[src/rtl/uart_rx_fsm_if.sv]
// Purpose: bundles the UART receiver's tick/line inputs and its word/status outputs.
// Latency: none, wiring only.
// Backpressure: none; the receiver pulses data_valid/frame_err and never stalls.
// Ports: tick (oversample strobe), rx (serial line), data_out, data_valid,
//        frame_err, busy.
interface uart_rx_fsm_if #(
  parameter int DATA_BITS = 8
);
  logic                 tick;
  logic                 rx;
  logic [DATA_BITS-1:0] data_out;
  logic                 data_valid;
  logic                 frame_err;
  logic                 busy;

  // master drives the line and strobe and observes results.
  modport master (output tick, rx, input data_out, data_valid, frame_err, busy);
  // slave is the receiver itself.
  modport slave  (input tick, rx, output data_out, data_valid, frame_err, busy);
endinterface

[src/rtl/uart_rx_fsm.sv]
// Purpose: oversampled UART receiver (start, DATA_BITS data LSB first, one stop bit).
// Latency: 2 clk synchronizer; result pulses 1 clk after the stop-bit sample tick.
// Backpressure: none; a new word overwrites data_out, the sender must pace frames.
// Ports: clk, reset (async, active-low), bus.tick (OVERSAMPLE x baud strobe),
//        bus.rx (async line, idle high), bus.data_out / data_valid / frame_err, bus.busy.
module uart_rx_fsm #(
  parameter int DATA_BITS  = 8,   // 5..8
  parameter int OVERSAMPLE = 16   // even, 8..16
) (
  input  logic          clk,
  input  logic          reset,
  uart_rx_fsm_if.slave  bus
);

  localparam logic [1:0] IDLE  = 2'd0;
  localparam logic [1:0] START = 2'd1;
  localparam logic [1:0] DATA  = 2'd2;
  localparam logic [1:0] STOP  = 2'd3;

  // Start bit is confirmed at its middle; later bits are then sampled a full
  // bit period apart, which keeps every sample near mid-bit.
  localparam logic [3:0] TC_HALF = 4'(OVERSAMPLE / 2 - 1);
  localparam logic [3:0] TC_LAST = 4'(OVERSAMPLE - 1);
  localparam logic [2:0] BC_LAST = 3'(DATA_BITS - 1);

  logic                 rx_meta_q, rx_s_q;
  logic [1:0]           state_q, state_d;
  logic [3:0]           tcnt_q, tcnt_d;
  logic [2:0]           bcnt_q, bcnt_d;
  logic [DATA_BITS-1:0] shreg_q, shreg_d;
  logic [DATA_BITS-1:0] data_out_q, data_out_d;
  logic                 data_valid_q, data_valid_d;
  logic                 frame_err_q, frame_err_d;

  always_comb begin
    state_d      = state_q;
    tcnt_d       = tcnt_q;
    bcnt_d       = bcnt_q;
    shreg_d      = shreg_q;
    data_out_d   = data_out_q;
    data_valid_d = 1'b0;
    frame_err_d  = 1'b0;

    case (state_q)
      IDLE: begin
        // Falling edge is acted on immediately, independent of tick.
        tcnt_d = '0;
        if (!rx_s_q) state_d = START;
      end

      START: begin
        if (bus.tick) begin
          if (tcnt_q == TC_HALF) begin
            tcnt_d  = '0;
            bcnt_d  = '0;
            // Line back high at mid-start means a glitch: drop silently.
            state_d = rx_s_q ? IDLE : DATA;
          end else begin
            tcnt_d = tcnt_q + 4'd1;
          end
        end
      end

      DATA: begin
        if (bus.tick) begin
          if (tcnt_q == TC_LAST) begin
            tcnt_d  = '0;
            // LSB arrives first, so shift right and enter at the MSB.
            shreg_d = {rx_s_q, shreg_q[DATA_BITS-1:1]};
            if (bcnt_q == BC_LAST) state_d = STOP;
            else                   bcnt_d  = bcnt_q + 3'd1;
          end else begin
            tcnt_d = tcnt_q + 4'd1;
          end
        end
      end

      STOP: begin
        if (bus.tick) begin
          if (tcnt_q == TC_LAST) begin
            tcnt_d  = '0;
            state_d = IDLE;
            if (rx_s_q) begin
              data_out_d   = shreg_q;
              data_valid_d = 1'b1;
            end else begin
              frame_err_d  = 1'b1;
            end
          end else begin
            tcnt_d = tcnt_q + 4'd1;
          end
        end
      end

      default: state_d = IDLE;
    endcase
  end

  always_ff @(posedge clk or negedge reset) begin
    if (!reset) begin
      rx_meta_q    <= 1'b1;
      rx_s_q       <= 1'b1;
      state_q      <= IDLE;
      tcnt_q       <= '0;
      bcnt_q       <= '0;
      shreg_q      <= '0;
      data_out_q   <= '0;
      data_valid_q <= 1'b0;
      frame_err_q  <= 1'b0;
    end else begin
      rx_meta_q    <= bus.rx;
      rx_s_q       <= rx_meta_q;
      state_q      <= state_d;
      tcnt_q       <= tcnt_d;
      bcnt_q       <= bcnt_d;
      shreg_q      <= shreg_d;
      data_out_q   <= data_out_d;
      data_valid_q <= data_valid_d;
      frame_err_q  <= frame_err_d;
    end
  end

  assign bus.data_out   = data_out_q;
  assign bus.data_valid = data_valid_q;
  assign bus.frame_err  = frame_err_q;
  assign bus.busy       = (state_q != IDLE);

endmodule
[src/flat_wrapper.sv]
// flat-port wrapper written by rule: the top's interface ports become plain ports
module uart_rx_fsm_flat 
#(
  parameter int DATA_BITS  = 8,          
  parameter int OVERSAMPLE = 16                 
)
  (clk, reset, bus_tick, bus_rx, bus_data_out, bus_data_valid, bus_frame_err, bus_busy);
  uart_rx_fsm_if #(.DATA_BITS(DATA_BITS)) bus_i ();
  input  logic clk;
  input  logic reset;
  input wire logic [$bits(bus_i.tick)-1:0] bus_tick;
  input wire logic [$bits(bus_i.rx)-1:0] bus_rx;
  output wire logic [$bits(bus_i.data_out)-1:0] bus_data_out;
  output wire logic [$bits(bus_i.data_valid)-1:0] bus_data_valid;
  output wire logic [$bits(bus_i.frame_err)-1:0] bus_frame_err;
  output wire logic [$bits(bus_i.busy)-1:0] bus_busy;
  assign bus_i.tick = bus_tick;
  assign bus_i.rx = bus_rx;
  assign bus_data_out = bus_i.data_out;
  assign bus_data_valid = bus_i.data_valid;
  assign bus_frame_err = bus_i.frame_err;
  assign bus_busy = bus_i.busy;
  uart_rx_fsm #(.DATA_BITS(DATA_BITS), .OVERSAMPLE(OVERSAMPLE)) u_core (.clk(clk), .reset(reset), .bus(bus_i));
endmodule
[config.mk]
export PLATFORM = sky130hd
export DESIGN_NAME = uart_rx_fsm_flat
export DESIGN_NICKNAME = d
export VERILOG_FILES = /design/src/rtl/uart_rx_fsm_if.sv /design/src/rtl/uart_rx_fsm.sv /design/src/flat_wrapper.sv
export SDC_FILE = /design/constraint.sdc
export NUM_CORES = 1
export LEC_CHECK = 0
export CORE_MARGIN = 1
export CORE_UTILIZATION = 50
export DETAILED_ROUTE_END_ITERATION = 7
export PLACE_DENSITY = 0.78
export SLEW_MARGIN = 20
export SYNTH_ARGS = -nofsm -noshare
export SYNTH_HDL_FRONTEND = slang
export SYNTH_SLANG_ARGS = --single-unit
[constraint.sdc]
create_clock -name clk -period 5 [get_ports clk]
set_input_delay 0.75 -clock clk [delete_from_list [all_inputs] [get_ports clk]]
set_output_delay 0.75 -clock clk [all_outputs]
set_load 0.005 [all_outputs]
==> results of run 1 <==
==> through the flow <==
step / utilization, % / instances
2_1_floorplan: - / 105
3_3_place_gp: 59.8 / 145
3_5_place_dp: 59.8 / 145
4_1_cts: 63.2 / 153
5_1_grt: 63.2 / 153
6_report: 63.2 / 153
==> worst paths after layout <==
check                                    endpoint  slack, ps  cells after the start
setup / recovery                         bus_busy       2530                      3
hold / removal                      u_core.rx_s_q        360                      0
setup reg to reg           u_core.bus.data_out[7]       3130                      4
hold reg to reg                     u_core.rx_s_q        360                      0
max in group asynchronous           u_core.rx_s_q       3900                      2
min in group asynchronous    u_core.bus.frame_err        790                      2
==> layer usage <==
metal / wire length [um] / up-vias / share of wire (%)
met3: 76 / 5 / 3.4
met1: 1060 / 430 / 47
li1: - / 431 / -
met5: 0 / - / 0
met4: 53 / 0 / 2.4
met2: 1040 / 15 / 47
==> registers in the layout, summed over array words and instances (netlist names), named ones only <==
| name | flops |
|---|---|
| u_core.rx_s_q | 1 |
| u_core.bcnt_q | 3 |
| u_core.state_q | 1 |
| u_core.shreg_q | 8 |
| u_core.bus.frame_err | 1 |
| u_core.bus.data_out | 8 |
| u_core.bus.data_valid | 1 |
| u_core.rx_meta_q | 1 |
| u_core.tcnt_q | 4 |
==> cell families (layout without fill, tap and decap cells) <==
logic type | Yosys count | count (layout) | share of synthesized area (%)
XOR/XNOR | 1 | 1 | 0.657
AND/OR/NAND/NOR | 27 | 27 | 14.6
multiplexers | 17 | 17 | 14.3
adder cells (fa/ha/maj) | 3 | 3 | 2.82
flip-flops | 29 | 29 | 54.6
buffers and inverters | 10 | 28 | 3.10
AO/OA/AOI/OAI | 18 | 18 | 9.95
==> critical path, cell delays in order, from the launching register on <==
cell                              delay [ps]
sky130_fd_sc_hd__dfrtp_1                 660
sky130_fd_sc_hd__nor2_1                  160
sky130_fd_sc_hd__inv_1                    80
sky130_fd_sc_hd__clkdlybuf4s50_1         490
==> synthesized netlist by cell type <==
cell	number
sky130_fd_sc_hd__and2_1	1
sky130_fd_sc_hd__nor4_1	1
sky130_fd_sc_hd__mux2i_1	1
sky130_fd_sc_hd__inv_1	5
sky130_fd_sc_hd__nand2_4	1
sky130_fd_sc_hd__nand3_4	1
sky130_fd_sc_hd__xor2_1	1
sky130_fd_sc_hd__dfrtp_1	27
sky130_fd_sc_hd__ha_1	3
sky130_fd_sc_hd__nor3_4	2
sky130_fd_sc_hd__nand4_1	2
sky130_fd_sc_hd__nand2_1	3
sky130_fd_sc_hd__nand3b_1	2
sky130_fd_sc_hd__or4bb_1	1
sky130_fd_sc_hd__a211oi_1	1
sky130_fd_sc_hd__o22ai_1	1
sky130_fd_sc_hd__nor2_1	5
sky130_fd_sc_hd__mux2_2	16
sky130_fd_sc_hd__o22a_1	1
sky130_fd_sc_hd__a41oi_1	1
sky130_fd_sc_hd__and3_2	1
sky130_fd_sc_hd__buf_2	3
sky130_fd_sc_hd__a21oi_1	4
sky130_fd_sc_hd__a31oi_1	1
sky130_fd_sc_hd__o21ai_0	1
sky130_fd_sc_hd__o311ai_0	6
sky130_fd_sc_hd__clkbuf_1	2
sky130_fd_sc_hd__dfstp_2	2
sky130_fd_sc_hd__and4_1	1
sky130_fd_sc_hd__a221o_1	1
sky130_fd_sc_hd__or2b_1	1
sky130_fd_sc_hd__or3_1	1
sky130_fd_sc_hd__nand3_1	1
sky130_fd_sc_hd__nor3_1	2
sky130_fd_sc_hd__nand2b_1	1
sky130_fd_sc_hd__a21o_1	1
==> power by group through the flow <==
stage                     clock [mW]  combinational, mW  sequential, mW
after floorplan                    0              0.104           0.280
after global placement             0             0.0906           0.314
after detailed placement           0             0.0952           0.316
after CTS                      0.202             0.0962           0.311
after global routing           0.213              0.108           0.319
final                          0.196             0.0947           0.314
==> cell type report <==
cell class | instances | area (um2) | area share (%)
Clock buffer | 7 | 55.1 | 3.48
Clock inverter | 1 | 30.0 | 1.90
Inverter | 5 | 18.8 | 1.19
Multi-Input combinational cell | 66 | 563 | 35.6
Sequential cell | 29 | 728 | 46.1
Tap cell | 30 | 37.5 | 2.38
Timing Repair Buffer | 15 | 148 | 9.34
==> results.txt, run 1 <==
----------------------------------------------------
[Run status]
  Result of the run ... finished clean

[Pwr]
  Peak supply drop ... 0.374 mV
  Logic gate share of total power ... 15.7%
  Clock power frac ... 32.4%
  Leakage component of the power ... 0.723 nW
  Share of total power in sequential cells ... 51.9%
  Pwr Total ... 0.604 mW
  Switch share ... 30.4%
  Internal power of the cells ... 0.420 mW
  Power per Cell Area ... 382 nW/um2
  Switching power of the nets ... 0.184 mW

[Clocking]
  Resized Gates After CTS ... 0
  Worst skew pair latency ... 320 ps
  CTS tree ... yes
  CTS Hold Bufs ... 0
  Clock Tree Root ... sky130_fd_sc_hd__clkbuf_4
  Max H-tree Level ... 2
  Clock Tree Buf Depth ... 2
  Post-CTS clock slew at the launch and capture registers of the worst setup and hold paths ... 80 ps
  Clk sink count ... 29
  Post-CTS setup buffer count ... 0
  Number of CTS-inserted buffers ... 5

[STA]
  Hold Fails Final Rpt ... 0
  RSZ-0062 raised after global routing ... no
  Actual transition at the worst max-transition pin ... 504 ps
  Rel. slew slack ... 66.4%
  Shortest period the worst path allows ... 2470 ps
  Worst Skew ... 4.25 ps
  Peak Freq ... 0.405 GHz
  Final worst hold slack ... 359 ps
  PnR worst setup slack ... 2530 ps
  Fin Setup TNS ... 0 ps
  Period utilization ... 49.3%
  # setup viols final ... 0
  Number of pins with negative max-slew slack in the final report ... 0

[Detailed routing]
  Initial detailed-routing violation count ... 10
  Wirelength per Cell ... 14.6 um
  Routed vias/inst ... 5.76
  Routed Wire Length ... 2.23 mm
  Number of remaining DRC errors ... 0
  Via count of the routed design ... 881
  Number of nets still failing antenna checks after routing ... 0
  Iteration count of the initial detailed-routing pass ... 4

[Logic synthesis]
  Synthesized netlist cell count ... 105
  Post-synthesis cell area ... 1330 um2
  Synthesized net count ... 112
  Yosys cell types ... 36
  Cell taking the most area after synthesis ... sky130_fd_sc_hd__dfrtp_1
  Sequential cell area fraction in the yosys report ... 54.6%
  Flop and latch count out of synthesis ... 29
  Yosys Warn Count ... 0
  Yosys top cell area share ... 50.7%
  Post-Syn Area per Cell ... 12.7 um2
  Biggest area contributors in the synthesized netlist ... sky130_fd_sc_hd__dfrtp_1 (51%), sky130_fd_sc_hd__mux2_2 (14%), sky130_fd_sc_hd__dfstp_2 (3.9%)

[Worst hold path]
  Hold path start ... u_core.rx_meta_q
  Worst min-delay path class ... reg -> reg

[Floorplanning]
  Core Region ... 2500 um2
  Row count ... 18
  Initial standard-cell utilization of the core ... 53.3%
  Width of the chip ... 53.6 um
  Die height ... 53.6 um
  Number of top-level design ports ... 15
  Die area ... 2880 um2

[Place]
  Final HPWL DP ... 1.48 mm
  Global placer's final weighted congestion ... 0.766
  Number of buffer cells added on primary ports ... 14
  Post-placement setup slack ... 2450 ps
  Placed inst area ... 1500 um2

[Final layout]
  # fillers ... 193
  Commonest non-fill, non-tap cells in the layout ... sky130_fd_sc_hd__dfrtp_1 (27), sky130_fd_sc_hd__mux2_2 (16), sky130_fd_sc_hd__clkdlybuf4s50_1 (14)
  Antenna diode count ... 0
  Area added between synthesis and finish ... 18.6%
  Layout cell share with drive strength beyond 1 ... 25.2%
  Cell area after layout ... 1580 um2
  Most common cell after layout, fill and taps aside ... sky130_fd_sc_hd__dfrtp_1
  Post-layout net count ... 129

[Global routing]
  Total grt overflow ... 0
  Wire length of the first global-routing pass ... 3.72 mm
  Met1 demand-to-capacity share in global routing ... 25.0%
  GR Util met3 ... 5.93%
  GRT met2 Usage ... 28.1%
  Overall Global Routing Usage ... 19.3%
  GRT busiest layer ... met2
  Number of global-route vias before repair ... 810
  Initial antenna violation count ... 0
  Maximum number of pins on one net before global-route repair ... 30

[Run]
  Max cap viols ... 0

[Worst setup path]
  Arrival time worst endpoint ... 1720 ps
  Kind of end point of the critical path ... output pin
  CP Max Fanout ... 15
  Setup Crit Path Kind ... reg -> out
  RR Startpoint ... u_core.tcnt_q[0]
  Data required time of the critical path ... 4250 ps
  Sort of element at the start of the critical path ... register

----------------------------------------------------
Note: power is estimated with default switching activity, not from simulation.
==> run 2: changes to the inputs <==
- CORE_UTILIZATION: 50 -> 49
- PLACE_DENSITY: 0.78 -> 0.8
- clock period: 5 -> 2.2 ns (I/O delays scaled with it)
==> results.txt, run 2 (same netlist as run 1, synthesis figures left out) <==
----------------------------------------------------
[Run status]
  Result of the run ... finished clean (unchanged)

[Pwr]
  Logic gate share of total power ... 16.5% (was 15.7%)
  Peak supply drop ... 0.609 mV (was 0.374 mV)
  Leakage component of the power ... 0.724 nW (was 0.723 nW)
  Power per Cell Area ... 823 nW/um2 (was 382 nW/um2)
  Clock power frac ... 28.5% (was 32.4%)
  Switching power of the nets ... 0.424 mW (was 0.184 mW)
  Pwr Total ... 1.29 mW (was 0.604 mW)
  Internal power of the cells ... 0.870 mW (was 0.420 mW)
  Switch share ... 32.8% (was 30.4%)
  Share of total power in sequential cells ... 55.0% (was 51.9%)

[STA]
  Final worst hold slack ... 357 ps (was 359 ps)
  Fin Setup TNS ... 0 ps (unchanged)
  Number of pins with negative max-slew slack in the final report ... 0 (unchanged)
  Worst Skew ... 11.7 ps (was 4.25 ps)
  Period utilization ... 92.4%
  Actual transition at the worst max-transition pin ... 482 ps (was 504 ps)
  Rel. slew slack ... 67.9% (was 66.4%)
  Hold Fails Final Rpt ... 0 (unchanged)
  # setup viols final ... 0 (unchanged)
  Peak Freq ... 0.492 GHz
  RSZ-0062 raised after global routing ... no (unchanged)
  PnR worst setup slack ... 168 ps (was 2530 ps)
  Shortest period the worst path allows ... 2030 ps

[Final layout]
  Post-layout net count ... 130 (was 129)
  Layout cell share with drive strength beyond 1 ... 26.6% (was 25.2%)
  Area added between synthesis and finish ... 18.0% (was 18.6%)
  # fillers ... 223 (was 193)
  Cell area after layout ... 1570 um2 (was 1580 um2)
  Antenna diode count ... 0 (unchanged)
  Most common cell after layout, fill and taps aside ... sky130_fd_sc_hd__dfrtp_1 (unchanged)
  Commonest non-fill, non-tap cells in the layout ... sky130_fd_sc_hd__dfrtp_1 (27), sky130_fd_sc_hd__mux2_2 (16), sky130_fd_sc_hd__clkdlybuf4s50_1 (14) (unchanged)

[Worst setup path]
  Kind of end point of the critical path ... output pin (unchanged)
  Number of buffers and inverters on the critical path ... 2 (unchanged)
  Kind of cell adding the most delay to the critical path ... flip-flops (unchanged)
  Slowest CP cell ... sky130_fd_sc_hd__dfrtp_1 (unchanged)
  CP Max Fanout ... 15 (unchanged)
  Data required time of the critical path ... 1870 ps (was 4250 ps)
  Worst reg-to-reg setup slack ... 280 ps (was 3130 ps)
  RR Startpoint ... u_core.tcnt_q[0] (unchanged)
  Max incr delay on CP ... 640 ps (was 660 ps)
  Reg2reg path depth ... 4 (unchanged)
  Sort of element at the start of the critical path ... register (unchanged)
  Cells along the critical path ... nor2_1 -> inv_1 -> clkdlybuf4s50_1 (unchanged)
  Crit Reg-Reg Endpoint ... u_core.bus.data_out[4] (was u_core.bus.data_out[7])
  Arrival time worst endpoint ... 1700 ps (was 1720 ps)
  Path length in cells of the critical path ... 3 (unchanged)
  Endpoint of the worst setup timing path ... bus_busy (unchanged)
  Setup Crit Path Kind ... reg -> out (unchanged)

[Detailed routing]
  Routed Wire Length ... 2.34 mm (was 2.23 mm)
  Initial detailed-routing violation count ... 9 (was 10)
  Iteration count of the initial detailed-routing pass ... 5 (was 4)
  Via count of the routed design ... 893 (was 881)
  Routed vias/inst ... 5.80 (was 5.76)
  Number of remaining DRC errors ... 0 (unchanged)
  Number of nets still failing antenna checks after routing ... 0 (unchanged)
  Wirelength per Cell ... 15.2 um (was 14.6 um)

[Clocking]
  Number of CTS-inserted buffers ... 5 (unchanged)
  CTS tree ... yes (unchanged)
  Clock Tree Root ... sky130_fd_sc_hd__clkbuf_4 (unchanged)
  Worst skew pair latency ... 340 ps (was 320 ps)
  Max H-tree Level ... 2 (unchanged)
  CTS Hold Bufs ... 0 (unchanged)
  Post-CTS setup buffer count ... 0 (unchanged)
  Resized Gates After CTS ... 0 (unchanged)
  Clk sink count ... 29 (unchanged)
  Post-CTS clock slew at the launch and capture registers of the worst setup and hold paths ... 100 ps (was 80 ps)
  Clock Tree Buf Depth ... 2 (unchanged)

[Worst hold path]
  Worst min-delay path class ... in -> async (was reg -> reg)

[Global routing]
  Number of global-route vias before repair ... 828 (was 810)
  GRT met2 Usage ... 28.7% (was 28.1%)
  Overall Global Routing Usage ... 19.5% (was 19.3%)
  Initial antenna violation count ... 0 (unchanged)
  Met1 demand-to-capacity share in global routing ... 24.5% (was 25.0%)
  Wire length of the first global-routing pass ... 3.77 mm (was 3.72 mm)
  Total grt overflow ... 0 (unchanged)
  GR Util met3 ... 8.47% (was 5.93%)
  GRT busiest layer ... met2 (unchanged)
  Maximum number of pins on one net before global-route repair ... 30 (unchanged)

[Place]
  Post-placement setup slack ... 208 ps (was 2450 ps)
  Placed inst area ... 1500 um2 (about the same)
  Global placer's final weighted congestion ... 0.769 (was 0.766)
  Final HPWL DP ... 1.57 mm (was 1.48 mm)
  Number of buffer cells added on primary ports ... 14 (unchanged)

[Floorplanning]
  Number of top-level design ports ... 15 (unchanged)
  Die area ... 2930 um2 (was 2880 um2)
  Initial standard-cell utilization of the core ... 52.8% (was 53.3%)
  Die height ... 54.2 um (was 53.6 um)
  Row count ... 18 (unchanged)
  Width of the chip ... 54.2 um (was 53.6 um)
  Core Region ... 2520 um2 (was 2500 um2)

[Run]
  Max cap viols ... 0 (unchanged)

----------------------------------------------------
-- run 2: cell types whose count changed in the layout (fill, tap and decap cells not counted) --
cell	delta
sky130_fd_sc_hd__buf_4	+1
sky130_fd_sc_hd__bufinv_16	-1
sky130_fd_sc_hd__clkbuf_1	-1
sky130_fd_sc_hd__clkbuf_8	+1
sky130_fd_sc_hd__clkinv_2	+1
-- run 2: through the flow --
| step | util, % | cells |
|---|---|---|
| 2_1_floorplan | - | 105 |
| 3_3_place_gp | 59.6 | 146 |
| 3_5_place_dp | 59.6 | 146 |
| 4_1_cts | 62.4 | 154 |
| 5_1_grt | 62.4 | 154 |
| 6_report | 62.4 | 154 |
-- run 2: worst min-delay path by stage --
stage          cells past startpoint             start  slack (ps)                         end
3_3_place_gp                       0  u_core.rx_meta_q         350               u_core.rx_s_q
4_1_cts                            2             reset         360            u_core.bcnt_q[0]
3_5_place_dp                       0  u_core.rx_meta_q         360               u_core.rx_s_q
2_1_floorplan                      0             reset          30  asynchronous set/reset pin
6_report                           2             reset         360  asynchronous set/reset pin
5_1_grt                            0  u_core.rx_meta_q         370               u_core.rx_s_q
-- run 2: power groups by stage --
stage,combinational (mW),clock [mW],sequential [mW]
CTS,0.216,0.380,0.706
detailed placement,0.214,0,0.717
floorplan,0.236,0,0.635
global route,0.248,0.409,0.722
finish,0.214,0.369,0.711
global placement,0.206,0,0.713
-- run 2: area by class of cell --
type / count / area [um2] / share of cell area [%]
flip-flops and latches: 29 / 728 / 46.3
multi-input cells: 66 / 563 / 35.8
repair buffers: 16 / 155 / 9.86
clock buffers: 7 / 65.1 / 4.14
well taps: 30 / 37.5 / 2.39
inverters: 5 / 18.8 / 1.19
clock inverters: 1 / 5.00 / 0.318
-- run 2: worst reg2reg max path, stage by stage, from the launching register on --
cell and delay, ps:
sky130_fd_sc_hd__dfrtp_1 440, sky130_fd_sc_hd__ha_1 370, sky130_fd_sc_hd__nand2_4 140, sky130_fd_sc_hd__nor3_4 460, sky130_fd_sc_hd__mux2_2 400
-- run 2: per-layer routing --
| metal | vias up | part of all wire, % | wire length [um] |
|---|---|---|---|
| met5 | - | 0 | 0 |
| met4 | 0 | 1.6 | 37 |
| met3 | 6 | 5.1 | 120 |
| met2 | 18 | 47 | 1110 |
| met1 | 442 | 46 | 1080 |
| li1 | 427 | - | - |
